$ cat config.mk
export PLATFORM = sky130hd
export DESIGN_NAME = bus_arbiter
export DESIGN_NICKNAME = d
export VERILOG_FILES = /design/src/rtl/bus_pkg.sv /design/src/rtl/rr_pick.sv /design/src/rtl/bus_arbiter.sv
export SDC_FILE = /design/constraint.sdc
export NUM_CORES = 1
export LEC_CHECK = 0
export BUFFER_PORTS_ARGS = -buffer_cell sky130_fd_sc_hd__clkbuf_2
export CORE_AREA = 2 2 110 112
export CTS_BUF_LIST = sky130_fd_sc_hd__clkbuf_16
export DETAILED_ROUTE_END_ITERATION = 10
export DIE_AREA = 0 0 112 114
export GPL_TIMING_DRIVEN = 1
export PLACE_DENSITY = 0.57
export REMOVE_ABC_BUFFERS = 1
export SYNTH_ARGS = -nofsm -noshare
export SYNTH_HDL_FRONTEND = slang
export SYNTH_SLANG_ARGS = --single-unit
$ cat constraint.sdc
create_clock -name clk_i -period 3.1 [get_ports clk_i]
set_input_delay 0.62 -clock clk_i [delete_from_list [all_inputs] [get_ports clk_i]]
set_output_delay 0.62 -clock clk_i [all_outputs]
set_load 0.05 [all_outputs]
$ cat src/rtl/bus_pkg.sv
// Shared types and helpers for the system bus arbiter and related scanners.
package bus_pkg;

  typedef enum logic [1:0] {IDLE, BUSY, ERR} arb_state_t;

  localparam int unsigned BUS_AW = 32;
  localparam int unsigned BUS_DW = 32;

  // Width of an index that addresses n requesters (at least one bit).
  function automatic int unsigned idx_width(int unsigned n);
    return (n > 1) ? $clog2(n) : 1;
  endfunction

endpackage

$ cat src/rtl/rr_pick.sv
// Combinational round-robin picker: first requester after 'last', wrapping modulo N.
module rr_pick
  import bus_pkg::*;
#(
  parameter int unsigned N  = 2,
  parameter int unsigned IW = idx_width(N)
) (
  input  logic [N-1:0]  req,
  input  logic [IW-1:0] last,
  output logic          valid,
  output logic [N-1:0]  winner_oh,
  output logic [IW-1:0] winner
);

  logic [IW:0] cand;

  // One spare bit keeps last+k from overflowing before the explicit modulo.
  always_comb begin
    cand      = '0;
    valid     = 1'b0;
    winner    = '0;
    winner_oh = '0;
    for (int k = 1; k <= int'(N); k++) begin
      cand = {1'b0, last} + (IW + 1)'(k);
      if (cand >= (IW + 1)'(N)) cand = cand - (IW + 1)'(N);
      if (!valid && req[cand[IW-1:0]]) begin
        valid                 = 1'b1;
        winner                = cand[IW-1:0];
        winner_oh[cand[IW-1:0]] = 1'b1;
      end
    end
  end

endmodule

$ cat src/rtl/bus_arbiter.sv
// Round-robin system bus arbiter with cycle-locked grants and a no-ack watchdog.
module bus_arbiter
  import bus_pkg::*;
#(
  parameter int unsigned NMASTER = 2,
  parameter int unsigned AW      = BUS_AW,
  parameter int unsigned DW      = BUS_DW,
  parameter int unsigned TIMEOUT = 1023
) (
  input  logic                    clk_i,
  input  logic                    rst_i,
  input  logic [NMASTER-1:0]      m_cyc_i,
  input  logic [NMASTER-1:0]      m_we_i,
  input  logic [NMASTER*AW-1:0]   m_adr_i,
  input  logic [NMASTER*DW/8-1:0] m_sel_i,
  input  logic [NMASTER*DW-1:0]   m_dat_i,
  output logic [DW-1:0]           m_dat_o,
  output logic [NMASTER-1:0]      m_ack_o,
  output logic [NMASTER-1:0]      m_err_o,
  output logic                    s_cyc_o,
  output logic                    s_we_o,
  output logic [AW-1:0]           s_adr_o,
  output logic [DW/8-1:0]         s_sel_o,
  output logic [DW-1:0]           s_dat_o,
  input  logic [DW-1:0]           s_dat_i,
  input  logic                    s_ack_i,
  output logic [NMASTER-1:0]      grant_o,
  output logic                    timeout_o
);

  localparam int unsigned IW = idx_width(NMASTER);
  localparam int unsigned WW = $clog2(TIMEOUT + 1);
  localparam int unsigned SW = DW / 8;

  arb_state_t         state_q, state_d;
  logic [IW-1:0]      gidx_q, gidx_d;
  logic [NMASTER-1:0] grant_q, grant_d;
  logic [IW-1:0]      last_q, last_d;
  logic [WW-1:0]      wd_q, wd_d;
  logic               tmo_q, tmo_d;

  logic               pick_valid;
  logic [NMASTER-1:0] pick_oh;
  logic [IW-1:0]      pick_idx;
  logic               cyc_g;

  rr_pick #(
    .N  (NMASTER),
    .IW (IW)
  ) u_pick (
    .req       (m_cyc_i),
    .last      (last_q),
    .valid     (pick_valid),
    .winner_oh (pick_oh),
    .winner    (pick_idx)
  );

  assign cyc_g     = m_cyc_i[gidx_q];
  assign grant_o   = grant_q;
  assign timeout_o = tmo_q;
  assign m_dat_o   = s_dat_i;

  always_comb begin
    state_d = state_q;
    gidx_d  = gidx_q;
    grant_d = grant_q;
    last_d  = last_q;
    wd_d    = wd_q;
    tmo_d   = 1'b0;
    s_cyc_o = 1'b0;
    m_ack_o = '0;
    m_err_o = '0;
    unique case (state_q)
      IDLE: begin
        if (pick_valid) begin
          state_d = BUSY;
          gidx_d  = pick_idx;
          grant_d = pick_oh;
          wd_d    = '0;
        end
      end
      BUSY: begin
        s_cyc_o = cyc_g;
        m_ack_o = grant_q & {NMASTER{s_ack_i}};
        if (!cyc_g) begin
          state_d = IDLE;
          last_d  = gidx_q;
          grant_d = '0;
        end else if (s_ack_i) begin
          // An ack on the threshold cycle still counts as progress.
          wd_d = '0;
        end else if (wd_q == WW'(TIMEOUT)) begin
          m_err_o = grant_q;
          tmo_d   = 1'b1;
          state_d = ERR;
        end else begin
          wd_d = wd_q + WW'(1);
        end
      end
      ERR: begin
        if (!cyc_g) begin
          state_d = IDLE;
          last_d  = gidx_q;
          grant_d = '0;
        end
      end
      default: state_d = IDLE;
    endcase
  end

  // Master-side request fields reach the slaves only while a grant is held.
  always_comb begin
    s_we_o  = 1'b0;
    s_adr_o = '0;
    s_sel_o = '0;
    s_dat_o = '0;
    if (state_q != IDLE) begin
      s_we_o  = m_we_i[gidx_q];
      s_adr_o = m_adr_i[gidx_q*AW +: AW];
      s_sel_o = m_sel_i[gidx_q*SW +: SW];
      s_dat_o = m_dat_i[gidx_q*DW +: DW];
    end
  end

  always_ff @(posedge clk_i) begin
    if (rst_i) begin
      state_q <= IDLE;
      gidx_q  <= '0;
      grant_q <= '0;
      last_q  <= IW'(NMASTER - 1);
      wd_q    <= '0;
      tmo_q   <= 1'b0;
    end else begin
      state_q <= state_d;
      gidx_q  <= gidx_d;
      grant_q <= grant_d;
      last_q  <= last_d;
      wd_q    <= wd_d;
      tmo_q   <= tmo_d;
    end
  end

endmodule
==> results of run 1 <==
report_power, final:
group,leakage [uW],total [uW],switching [uW],internal [uW]
Combinational,0.00153,867,616,251
Clock,0.0000371,266,92.0,174
Sequential,0.000139,248,20.1,228
Total,0.00171,1380,729,653
state kept, by name, summed over array words and instances, names as in the netlist:
| name | flops |
|---|---|
| wd_q | 10 |
| grant_o | 2 |
| state_q | 2 |
| gidx_q | 1 |
| last_q | 1 |
| timeout_o | 1 |
cells in the mapped netlist (4+ instances only):
| cell type | number |
|---|---|
| a21oi_1 | 14 |
| and3_1 | 5 |
| buf_4 | 32 |
| clkbuf_1 | 19 |
| dfxtp_1 | 17 |
| ha_1 | 4 |
| inv_1 | 7 |
| mux2i_1 | 70 |
| nand2_1 | 12 |
| nand3_1 | 6 |
| nand4_1 | 5 |
| nor2_1 | 79 |
| nor2b_1 | 4 |
| o21ai_0 | 6 |
metal layers:
metal,track usage,vias to the layer above
li1,-,1410
met1,0.236,1286
met2,0.296,191
met3,0.108,15
met4,0.0398,2
met5,0.0588,-
placed cells by master, fill, tap and decap left out, types with 2 or more instances in the layout:
master	Yosys	final
a211oi_1	3	3
a21oi_1	14	14
a32o_1	3	3
and2_1	3	3
and3_1	5	5
buf_12	0	2
buf_4	32	3
clkbuf_16	0	3
clkbuf_2	0	219
dfxtp_1	17	16
ha_1	4	3
inv_1	7	7
mux2i_1	70	70
nand2_1	12	12
nand2b_1	3	3
nand3_1	6	6
nand4_1	5	5
nor2_1	79	79
nor2b_1	4	4
nor3_1	3	3
nor4_1	2	2
o21ai_0	6	6
o31ai_1	3	3
per-stage QoR:
stage / total power, uW / hold WS, ns / std cells
after global placement: 1120 / 0.486 / 633
after floorplan: 839 / 0.468 / 262
after detailed placement: 1130 / 0.492 / 633
final: 1380 / 0.492 / 637
after CTS: 1400 / 0.501 / 637
after global routing: 1450 / 0.523 / 637
kinds of logic (layout without fill, tap and decap cells):
| family | after synthesis | after routing | synth area share |
|---|---|---|---|
| flip-flops | 17 | 17 | 0.151 |
| AND/OR/NAND/NOR | 128 | 128 | 0.255 |
| AO/OA/AOI/OAI | 35 | 35 | 0.0998 |
| buffers and inverters | 60 | 235 | 0.157 |
| multiplexers | 71 | 71 | 0.315 |
| adder cells (fa/ha/maj) | 4 | 4 | 0.0222 |
critical path: cells and delay by family (launching register included):
family | cells | cell delay, ns
and+or+nand+nor | 4 | 0.93
DFF | 1 | 0.38
buffers and inverters | 1 | 0.27
adders and majority gates | 1 | 0.23
layout make-up:
cell class                 instances  share of cell area
clock buffer                       3              0.0223
multi-input combinational        238               0.466
timing repair buffer             224               0.345
clock inverter                     1             0.00223
inverter                           7             0.00782
sequential                        17               0.102
tap                              147              0.0547
how the worst max path moves through the flow:
stage	start	end
after floorplan	gidx_q	m_err_o[0]
after global placement	s_ack_i	m_err_o[0]
after detailed placement	s_ack_i	m_err_o[1]
after CTS	wd_q[0]	m_err_o[1]
after global routing	wd_q[0]	m_err_o[0]
final	wd_q[0]	m_err_o[1]
==> summary.txt, run 1 <==
Finish
  • Fillers: ~1300
  • Multi-input logic area: around 0.0016 mm2
  • Share of cells above drive strength 1: 0.473
  • ANT cells: 0
  • Final #Nets: 670
  • Final Cell Area: 0.00336 mm2
  • Syn-to-layout area delta: 48.9%
  • Register area: 344 um2
  • Utilization after layout: 0.287

Synth
  • Ranking of synthesized cells by area: mux2i_1, dfxtp_1, nor2_1, buf_4, clkbuf_1
  • Largest area contributor in the netlist: mux2i_1
  • Syn Inst Count: roughly 320
  • Top cell type's share of synthesized area: 0.310
  • Most used DFF post-synth: dfxtp_1
  • Post-Synthesis Cell Area: about 0.0023 mm2
  • Synth warn: 0
  • Syn Area/Cell: between 7 and 8 um2
  • Yosys cell types: 36
  • Sequential share of the synthesized area: 0.151
  • Async SR Flop Fraction: 0
  • Number of synthesized flops with an enable pin: 0
  • Yosys reg bits: 17

Power and ir drop
  • VDD IR-drop max: ~0.28 mV
  • Power Dens Cells: just over 400 mW/mm2
  • Leakage: around 0.0017 uW

Detailed routing
  • Met2 WL post-DR: 5.63 mm
  • Vias per cell: 4.56
  • WL/cell: 20.7 um
  • WL met1: roughly 5.2 mm
  • Sum of routed wire length over all layers: between 10 and 15 mm
  • Top layer in use: met5
  • Initial DRC count: 133
  • DR WL met3: 1.97 mm
  • Vias post-DR: roughly 2900
  • # DRC: 0
  • DRT Pass-1 Iters: 5
  • DRT antenna net count: 0

Worst setup path
  • Setup crit start kind: flip-flop
  • Kind of critical path: flip-flop to output port
  • FF-to-FF Start: state_q[1]
  • R2R cell count: 6
  • Setup slack, reg-to-reg: ~0.79 ns
  • WP data required: roughly 2.5 ns
  • Max incr delay on CP: about 0.40 ns
  • Worst-path fanout max: 5
  • CP arrival: slightly above 2 ns
  • Critical path cell sequence: ha_1 -> nand4_1 -> nor4_1 -> nor2b_1 -> and2_1 -> clkbuf_2
  • Reg-to-Reg End: wd_q[0]
  • Slowest CP cell: nor4_1
  • CP Capture Type: output port

CTS
  • Clock latency at the later pin of the worst-skew pair: roughly 0.25 ns
  • Hold-fix buffers at CTS: 0
  • Clock buffer count from CTS: 3
  • Htree depth: 1
  • Max clock buf depth: 2
  • Buffer count from post-CTS setup fixing: 0
  • Cts repair resizes: 0
  • # clock sinks: 17
  • Clk root buf: clkbuf_16
  • CTS tree: done
  • Clock transition at path regs: 0.06 ns

Global routing
  • Largest net degree at the start of global routing: 35
  • Initial antenna violation count: 0
  • Total grt overflow: 0
  • Tot GR Track Use: 0.194
  • First-pass GRT wire length: ~18 mm
  • Vias in the first global route: 2796

Die
  • Die area: 0.0128 mm2
  • I/O pins: roughly 280
  • Std cell rows: 40
  • Initial core utilization: 0.193
  • Core area: approximately 0.012 mm2
  • DIE WIDTH: approximately 110 um
  • Die H: about 110 um

Worst hold path
  • Hold path cells: 2
  • Min-delay src: grant_o[0]
  • HP Class: flip-flop to flip-flop
  • Worst Hold End: grant_o[0]

Timing
  • PnR worst setup slack: 0.413 ns
  • Final clock skew: ~0.0077 ns
  • Slew @ Worst Pin: ~0.64 ns
  • Crit path time final: roughly 2.7 ns
  • Max Slew Vio Count: 0
  • # setup viols final: 0
  • Maximum clock rate: roughly 370 MHz
  • TNS Setup: 0 ns
  • Crit share post-route: 0.867
  • Relative slew slack: 0.574
  • Hold Violations, Final: 0
  • RSZ-0062 raised after global routing: false

Placed design
  • Port bufs: between 200 and 250
  • Routability cong.: between 0.8 and 0.9
  • Post-detail-place hpwl: 11.9 mm
  • Post-place instance area: 0.00328 mm2
  • Pre-CTS setup slack: roughly 0.67 ns

Outcome
  • Status: complete, no violations

Flow run
  • Max-cap violations: 0
(Power assumes the default switching activity.)
==> run 2, diff against run 1 <==
==> constraint.sdc (replaced) <==
create_clock -name clk_i -period 2.8 [get_ports clk_i]
set_input_delay 0.56 -clock clk_i [delete_from_list [all_inputs] [get_ports clk_i]]
set_output_delay 0.56 -clock clk_i [all_outputs]
set_load 0.05 [all_outputs]
==> run 2 against run 1 <==
Net effect:
- utilization about the same
- combinational power up 9.3%
- clock skew decreased by 0.0064 ns
- register-to-register slack worse by 0.08 ns
- final cell count increased by 0.16%
- critical endpoint unchanged
- largest power group unchanged
- highest routed layer unchanged
==> summary.txt, run 2 (same netlist as run 1, synthesis figures left out) <==
CTS
  • CTS tree: done
  • Max clock buf depth: 2 (unchanged)
  • Clock buffer count from CTS: 3 (unchanged)
  • Clk root buf: clkbuf_16
  • Clock latency at the later pin of the worst-skew pair: 0.25 ns (about the same)
  • # clock sinks: 17 (unchanged)
  • Clock transition at path regs: 0.05 ns (about the same)
  • Buffer count from post-CTS setup fixing: 0 (unchanged)
  • Htree depth: 1 (unchanged)

Global routing
  • First-pass GRT wire length: 18.1 mm (+0.61%)
  • Tot GR Track Use: 0.193 (-0.000382)
  • Initial antenna violation count: 0 (unchanged)
  • Vias in the first global route: 2900 (+3.7%)
  • Total grt overflow: 0 (unchanged)
  • Largest net degree at the start of global routing: 35 (unchanged)

Timing
  • Slew @ Worst Pin: 0.655 ns (+0.0166 ns)
  • # setup viols final: 0 (unchanged)
  • PnR worst setup slack: 0.315 ns (-0.0976 ns)
  • Max Slew Vio Count: 0 (unchanged)
  • Hold Violations, Final: 0 (unchanged)
  • RSZ-0062 raised after global routing: false
  • TNS Setup: 0 ns (unchanged)
  • Crit share post-route: 0.887
  • Relative slew slack: 0.562 (-0.0120)
  • Final clock skew: 0.00135 ns (-0.00636 ns)
  • Crit path time final: 2.48 ns
  • Maximum clock rate: approximately 400 MHz

Finish
  • Max FFs per register: 10 (unchanged)
  • Most frequent cells in the layout: clkbuf_2, nor2_1, mux2i_1
  • Most common cell after layout, fill and taps aside: clkbuf_2
  • Fillers: 1293 (-2.0%)
  • Share of cells above drive strength 1: 0.477 (+0.00311)
  • Largest Register: wd_q
  • Multi-input logic area: 0.00157 mm2 (+0.40%)
  • ANT cells: 0 (unchanged)
  • Register area: 344 um2 (unchanged)
  • Syn-to-layout area delta: 48.8% (about the same)
  • Final Cell Area: 0.00336 mm2 (about the same)
  • Final #Nets: 671 (+0.15%)

Worst setup path
  • Family with the most delay on the worst path: simple AND/OR/NAND/NOR gates
  • Worst-path fanout max: 5 (unchanged)
  • WP data required: 2.24 ns (-0.24 ns)
  • Setup crit start kind: flip-flop
  • Max incr delay on CP: 0.37 ns (-0.03 ns)
  • Kind of critical path: flip-flop to output port
  • Critical path cell sequence: ha_1 -> nand4_1 -> nor4_2 -> nor2b_1 -> and2_1 -> clkbuf_2
  • Buf/Inv on CP: 1 (unchanged)
  • CP Capture Type: output port
  • Slowest CP cell: dfxtp_1
  • CP arrival: 1.92 ns (-0.15 ns)

Placed design
  • Port bufs: 219 (unchanged)
  • Post-place instance area: 0.00327 mm2 (-0.15%)
  • Post-detail-place hpwl: 11.7 mm (-1.8%)
  • Pre-CTS setup slack: 0.501 ns (-0.171 ns)
  • Routability cong.: 0.913 (+8.6%)

Power and ir drop
  • Psw: 795 uW (+9.2%)
  • VDD IR-drop max: 0.313 mV (+13%)
  • Logic pwr share: 0.626 (-0.002)
  • Design Power: 1510 uW (+9.6%)
  • Power Dens Cells: 451 mW/mm2 (+9.6%)
  • Sw Share: 0.526 (-0.00183)
  • Leakage: 0.00171 uW (+0.17%)
  • Clock power share: 0.190 (-0.003)
  • P_int: 718 uW (+10%)
  • Register share of total power: 0.183 (+0.004)

Outcome
  • Status: complete, no violations

Detailed routing
  • WL/cell: 20.2 um (-2.2%)
  • # DRC: 0 (unchanged)
  • Vias per cell: 4.53 (-0.64%)
  • DRT Pass-1 Iters: 5 (unchanged)
  • Sum of routed wire length over all layers: 12.9 mm (-2.0%)
  • Initial DRC count: 149 (+12%)
  • DRT antenna net count: 0 (unchanged)
  • Vias post-DR: 2890 (-0.48%)

Worst hold path
  • HP Class: flip-flop to flip-flop

Die
  • Die H: 114 um (unchanged)
  • Initial core utilization: 0.193 (unchanged)
  • Std cell rows: 40 (unchanged)
  • Core area: 0.0117 mm2 (unchanged)
  • DIE WIDTH: 112 um (unchanged)
  • Die area: 0.0128 mm2 (unchanged)
  • I/O pins: 284 (unchanged)

Flow run
  • Max-cap violations: 0 (unchanged)
## run 2: cell types whose count changed in the layout (fill, tap and decap cells not counted), sizes merged
cell	change
clkinvlp	-1
buf	+1
clkinv	+1
## run 2: path summary, 6_finish.rpt
path	start	to	slack, ns	depth (start not counted)
max	wd_q[0]	m_err_o[1]	0.32	6
min	grant_o[0]	grant_o[0]	0.50	2
max reg2reg	state_q[0]	wd_q[0]	0.71	6
min reg2reg	grant_o[0]	grant_o[0]	0.50	2
## run 2: cell type report
type	count	area share
Multi-Input combinational cell	238	0.468
Timing Repair Buffer	225	0.343
Sequential cell	17	0.102
Tap cell	147	0.0547
Clock buffer	3	0.0223
Inverter	7	0.00782
Clock inverter	1	0.00149
## run 2: power groups by stage
| stage | Clock (uW) | Combinational (uW) | Sequential, uW |
|---|---|---|---|
| after detailed placement | 0 | 956 | 284 |
| after CTS | 294 | 958 | 278 |
| after floorplan | 0 | 621 | 308 |
| after global routing | 309 | 1010 | 281 |
| final | 288 | 948 | 278 |
| after global placement | 0 | 951 | 282 |
## run 2: layer usage
| metal | track usage | wire length (um) | share of wire |
|---|---|---|---|
| met1 | 0.238 | 5430 | 0.42 |
| met2 | 0.299 | 5370 | 0.42 |
| met3 | 0.0861 | 1590 | 0.12 |
| met4 | 0.0602 | 421 | 0.033 |
| met5 | 0.0588 | 100 | 0.0077 |
## run 2: what timing repair did
action | CTS | global route
resized for setup | 0 | 1
hold buffers | 0 | 0
setup endpoints to repair | 0 | 2
## run 2: through the flow
step	hold slack [ns]	util	instances
3_5_place_dp	0.509	0.279	634
5_1_grt	0.552	0.287	638
2_1_floorplan	0.468	-	262
4_1_cts	0.518	0.286	638
6_report	0.505	0.287	638
3_3_place_gp	0.488	0.279	634
## run 2: worst register-to-register path, stage by stage, from the launching register on
cell and delay [ns]:
dfxtp_1 0.32, inv_1 0.08, ha_2 0.45, nor2_1 0.12, a211o_1 0.39, or4_1 0.50
a21oi_1 0.15
==> run 3, diff against run 2 <==
--- a/config.mk
+++ b/config.mk
@@ -6,13 +6,14 @@
 export NUM_CORES = 1
 export LEC_CHECK = 0
 export BUFFER_PORTS_ARGS = -buffer_cell sky130_fd_sc_hd__clkbuf_2
-export CORE_AREA = 2 2 110 112
+export CORE_AREA = 2 2 109 111
 export CTS_BUF_LIST = sky130_fd_sc_hd__clkbuf_16
 export DETAILED_ROUTE_END_ITERATION = 10
-export DIE_AREA = 0 0 112 114
+export DIE_AREA = 0 0 111 113
 export GPL_TIMING_DRIVEN = 1
-export PLACE_DENSITY = 0.57
+export PLACE_DENSITY = 0.59
 export REMOVE_ABC_BUFFERS = 1
 export SYNTH_ARGS = -nofsm -noshare
 export SYNTH_HDL_FRONTEND = slang
+export SYNTH_HIERARCHICAL = 1
 export SYNTH_SLANG_ARGS = --single-unit
==> run 3 against run 2 <==
Net effect:
- clock power barely moved
- first-iteration DRC count fell by 40%
- final cell count is 0.31% lower
- total power grew 9.8%
- die area is 1.8% lower
- synthesized area rose by 2.6%
- flip-flop and latch count unchanged
- non-clock buffer count increased by 3
- fmax shrank 2.3%
- combinational power increased by 16%
- worst setup slack worse by 0.058 ns
- wire length rose by 29%
- critical path type unchanged
==> summary.txt, run 3 <==
Worst setup path
  • Buf/Inv on CP: 1 (unchanged)
  • CP arrival: 1.98 ns (+0.06 ns)
  • WP data required: 2.24 ns (about the same)
  • Crit path from: wd_q[0]
  • R2R cell count: 6 (unchanged)
  • Kind of critical path: flip-flop to output port
  • Family with the most delay on the worst path: simple AND/OR/NAND/NOR gates
  • Critical path cell sequence: ha_1 -> nand2_1 -> nor4_2 -> nor2b_1 -> and2_1 -> clkbuf_2
  • Setup slack, reg-to-reg: 0.67 ns (-0.04 ns)
  • FF-to-FF Start: state_q[1]
  • Setup crit start kind: flip-flop
  • Worst-path fanout max: 6 (+1)
  • Reg-to-Reg End: wd_q[1]
  • CP Capture Type: output port
  • Levels on crit path: 6 (unchanged)
  • Max incr delay on CP: 0.39 ns (+0.02 ns)
  • Slowest CP cell: dfxtp_1

CTS
  • # clock sinks: 17 (unchanged)
  • Clock buffer count from CTS: 3 (unchanged)
  • Max clock buf depth: 2 (unchanged)
  • Htree depth: 1 (unchanged)
  • Clock transition at path regs: 0.05 ns (about the same)
  • Clock latency at the later pin of the worst-skew pair: 0.25 ns (about the same)
  • CTS tree: done
  • Clk root buf: clkbuf_16

Finish
  • Largest Register: wd_q
  • Most frequent cells in the layout: clkbuf_2, nor2_1, mux2i_1
  • Fillers: 1256 (-2.9%)
  • Utilization after layout: 0.306 (+0.0195)
  • Final Cell Area: 0.00345 mm2 (+2.8%)
  • Syn-to-layout area delta: 49.1%
  • Max FFs per register: 10 (unchanged)
  • Register area: 344 um2 (unchanged)
  • Most common cell after layout, fill and taps aside: clkbuf_2
  • Multi-input logic area: 0.00165 mm2 (+4.9%)
  • Share of cells above drive strength 1: 0.481 (+0.00415)
  • Final #Nets: 674 (+0.45%)
  • ANT cells: 0 (unchanged)

Timing
  • Crit share post-route: 0.908 (+0.0206)
  • Slew @ Worst Pin: 0.579 ns (-0.0761 ns)
  • Maximum clock rate: 393 MHz (-2.3%)
  • Max Slew Vio Count: 0 (unchanged)
  • Final clock skew: 0.00422 ns (+0.00287 ns)
  • RSZ-0062 raised after global routing: false
  • # setup viols final: 0 (unchanged)
  • Relative slew slack: 0.611 (+0.0487)
  • Hold_ws: 0.511 ns (+0.00624 ns)
  • TNS Setup: 0 ns (unchanged)
  • Hold Violations, Final: 0 (unchanged)
  • Crit path time final: 2.54 ns (+0.0578 ns)
  • PnR worst setup slack: 0.257 ns (-0.0578 ns)

Detailed routing
  • Vias per cell: 4.80 (+5.9%)
  • DRT antenna net count: 0 (unchanged)
  • Vias post-DR: 3051 (+5.6%)
  • Sum of routed wire length over all layers: 16.6 mm (+29%)
  • # DRC: 0 (unchanged)
  • WL/cell: 26.2 um (+29%)
  • DRT Pass-1 Iters: 5 (unchanged)
  • Initial DRC count: 90 (-40%)

Worst hold path
  • Hold path cells: 1 (-1)
  • Worst Hold End: wd_q[6]
  • Min-delay src: wd_q[6]
  • HP Class: flip-flop to flip-flop

Synth
  • Top cell type's share of synthesized area: 0.307 (-0.00356)
  • Yosys reg bits: 17 (unchanged)
  • Post-Synthesis Cell Area: 0.00232 mm2 (+2.6%)
  • Yosys cell types: 44 (+22%)
  • Syn Inst Count: 311 (-1.3%)
  • Syn Area/Cell: 7.45 um2 (+3.9%)
  • Most common cell in the netlist: nor2_1
  • Post-synth top cells: nor2_1, mux2i_1, buf_4
  • Ranking of synthesized cells by area: mux2i_1, dfxtp_1, nor2_1, buf_4, ha_1
  • Number of synthesized flops with an enable pin: 0 (unchanged)
  • Synth warn: 6 (+6)
  • Largest area contributor in the netlist: mux2i_1
  • Async SR Flop Fraction: 0 (unchanged)
  • Most used DFF post-synth: dfxtp_1
  • Sequential share of the synthesized area: 0.147 (-0.00383)

Placed design
  • Pre-CTS setup slack: 0.490 ns (-0.0112 ns)
  • Post-place instance area: 0.00337 mm2 (+2.9%)
  • Routability cong.: 0.963 (+5.5%)
  • Port bufs: 219 (unchanged)
  • Post-detail-place hpwl: 15.1 mm (+29%)

Global routing
  • Vias in the first global route: 2973 (+2.5%)
  • Tot GR Track Use: 0.254 (+0.0603)
  • Total grt overflow: 0 (unchanged)
  • First-pass GRT wire length: 22.4 mm (+24%)
  • Initial antenna violation count: 0 (unchanged)
  • Largest net degree at the start of global routing: 36 (+2.9%)

Die
  • Initial core utilization: 0.205 (+0.0127)
  • Die area: 0.0125 mm2 (-1.8%)
  • Die H: 113 um (-0.88%)
  • I/O pins: 284 (unchanged)
  • DIE WIDTH: 111 um (-0.89%)
  • Core area: 0.0113 mm2 (-3.7%)
  • Std cell rows: 39 (-2.5%)

Flow run
  • Max-cap violations: 0 (unchanged)

Power and ir drop
  • VDD IR-drop max: 0.200 mV (-36%)
  • Power Dens Cells: 481 mW/mm2 (+6.9%)
  • Leakage: 0.00170 uW (-0.38%)

Outcome
  • Status: complete, no violations
==> run 3: cell families (layout without fill, tap and decap cells) <==
| kind of cell | count (synthesis) | after routing | share of synthesized area |
|---|---|---|---|
| AOI/OAI and AO/OA | 39 | 39 | 0.120 |
| adders and majority gates | 5 | 5 | 0.0270 |
| buffers and inverters | 57 | 239 | 0.145 |
| and+or+nand+nor | 121 | 121 | 0.249 |
| muxes | 72 | 72 | 0.312 |
| DFF | 17 | 17 | 0.147 |
==> run 3: worst max path at each step <==
| stage | endpoint |
|---|---|
| finish | m_err_o[0] |
| global route | m_err_o[1] |
| CTS | m_err_o[1] |
| detailed placement | m_err_o[1] |
| global placement | m_err_o[0] |
| floorplan | m_err_o[0] |
==> run 3: layout make-up <==
class,instances,share of cell area
clock inverter,1,0.00109
tap,143,0.0518
inverter,7,0.00761
clock buffer,3,0.0217
timing repair buffer,228,0.341
sequential,17,0.0996
multi-input combinational,237,0.478
==> run 3: power by group <==
part,internal [uW],switching (uW)
Sequential,253,22.1
Combinational,299,798
Clock,190,101
Total,742,921
==> run 3: metal layers <==
layer | global-route usage | routed length (um) | vias up | share of wire
met3 | 0.277 | 4000 | 12 | 0.24
met1 | 0.225 | 5000 | 1350 | 0.30
met2 | 0.393 | 7190 | 256 | 0.43
met4 | 0.0617 | 448 | 0 | 0.027
met5 | 0 | 0 | - | 0
li1 | - | - | 1433 | -
==> run 3: per-stage QoR <==
| step | instances | power, uW |
|---|---|---|
| 2_1_floorplan | 261 | 1020 |
| 3_3_place_gp | 632 | 1360 |
| 3_5_place_dp | 632 | 1370 |
| 4_1_cts | 636 | 1660 |
| 5_1_grt | 636 | 1750 |
| 6_report | 636 | 1660 |
==> run 3: what timing repair did <==
action                     CTS  global route
hold buffers                 0             0
setup endpoints to repair    0             2
setup buffers                0             0
gates resized for setup      0             1
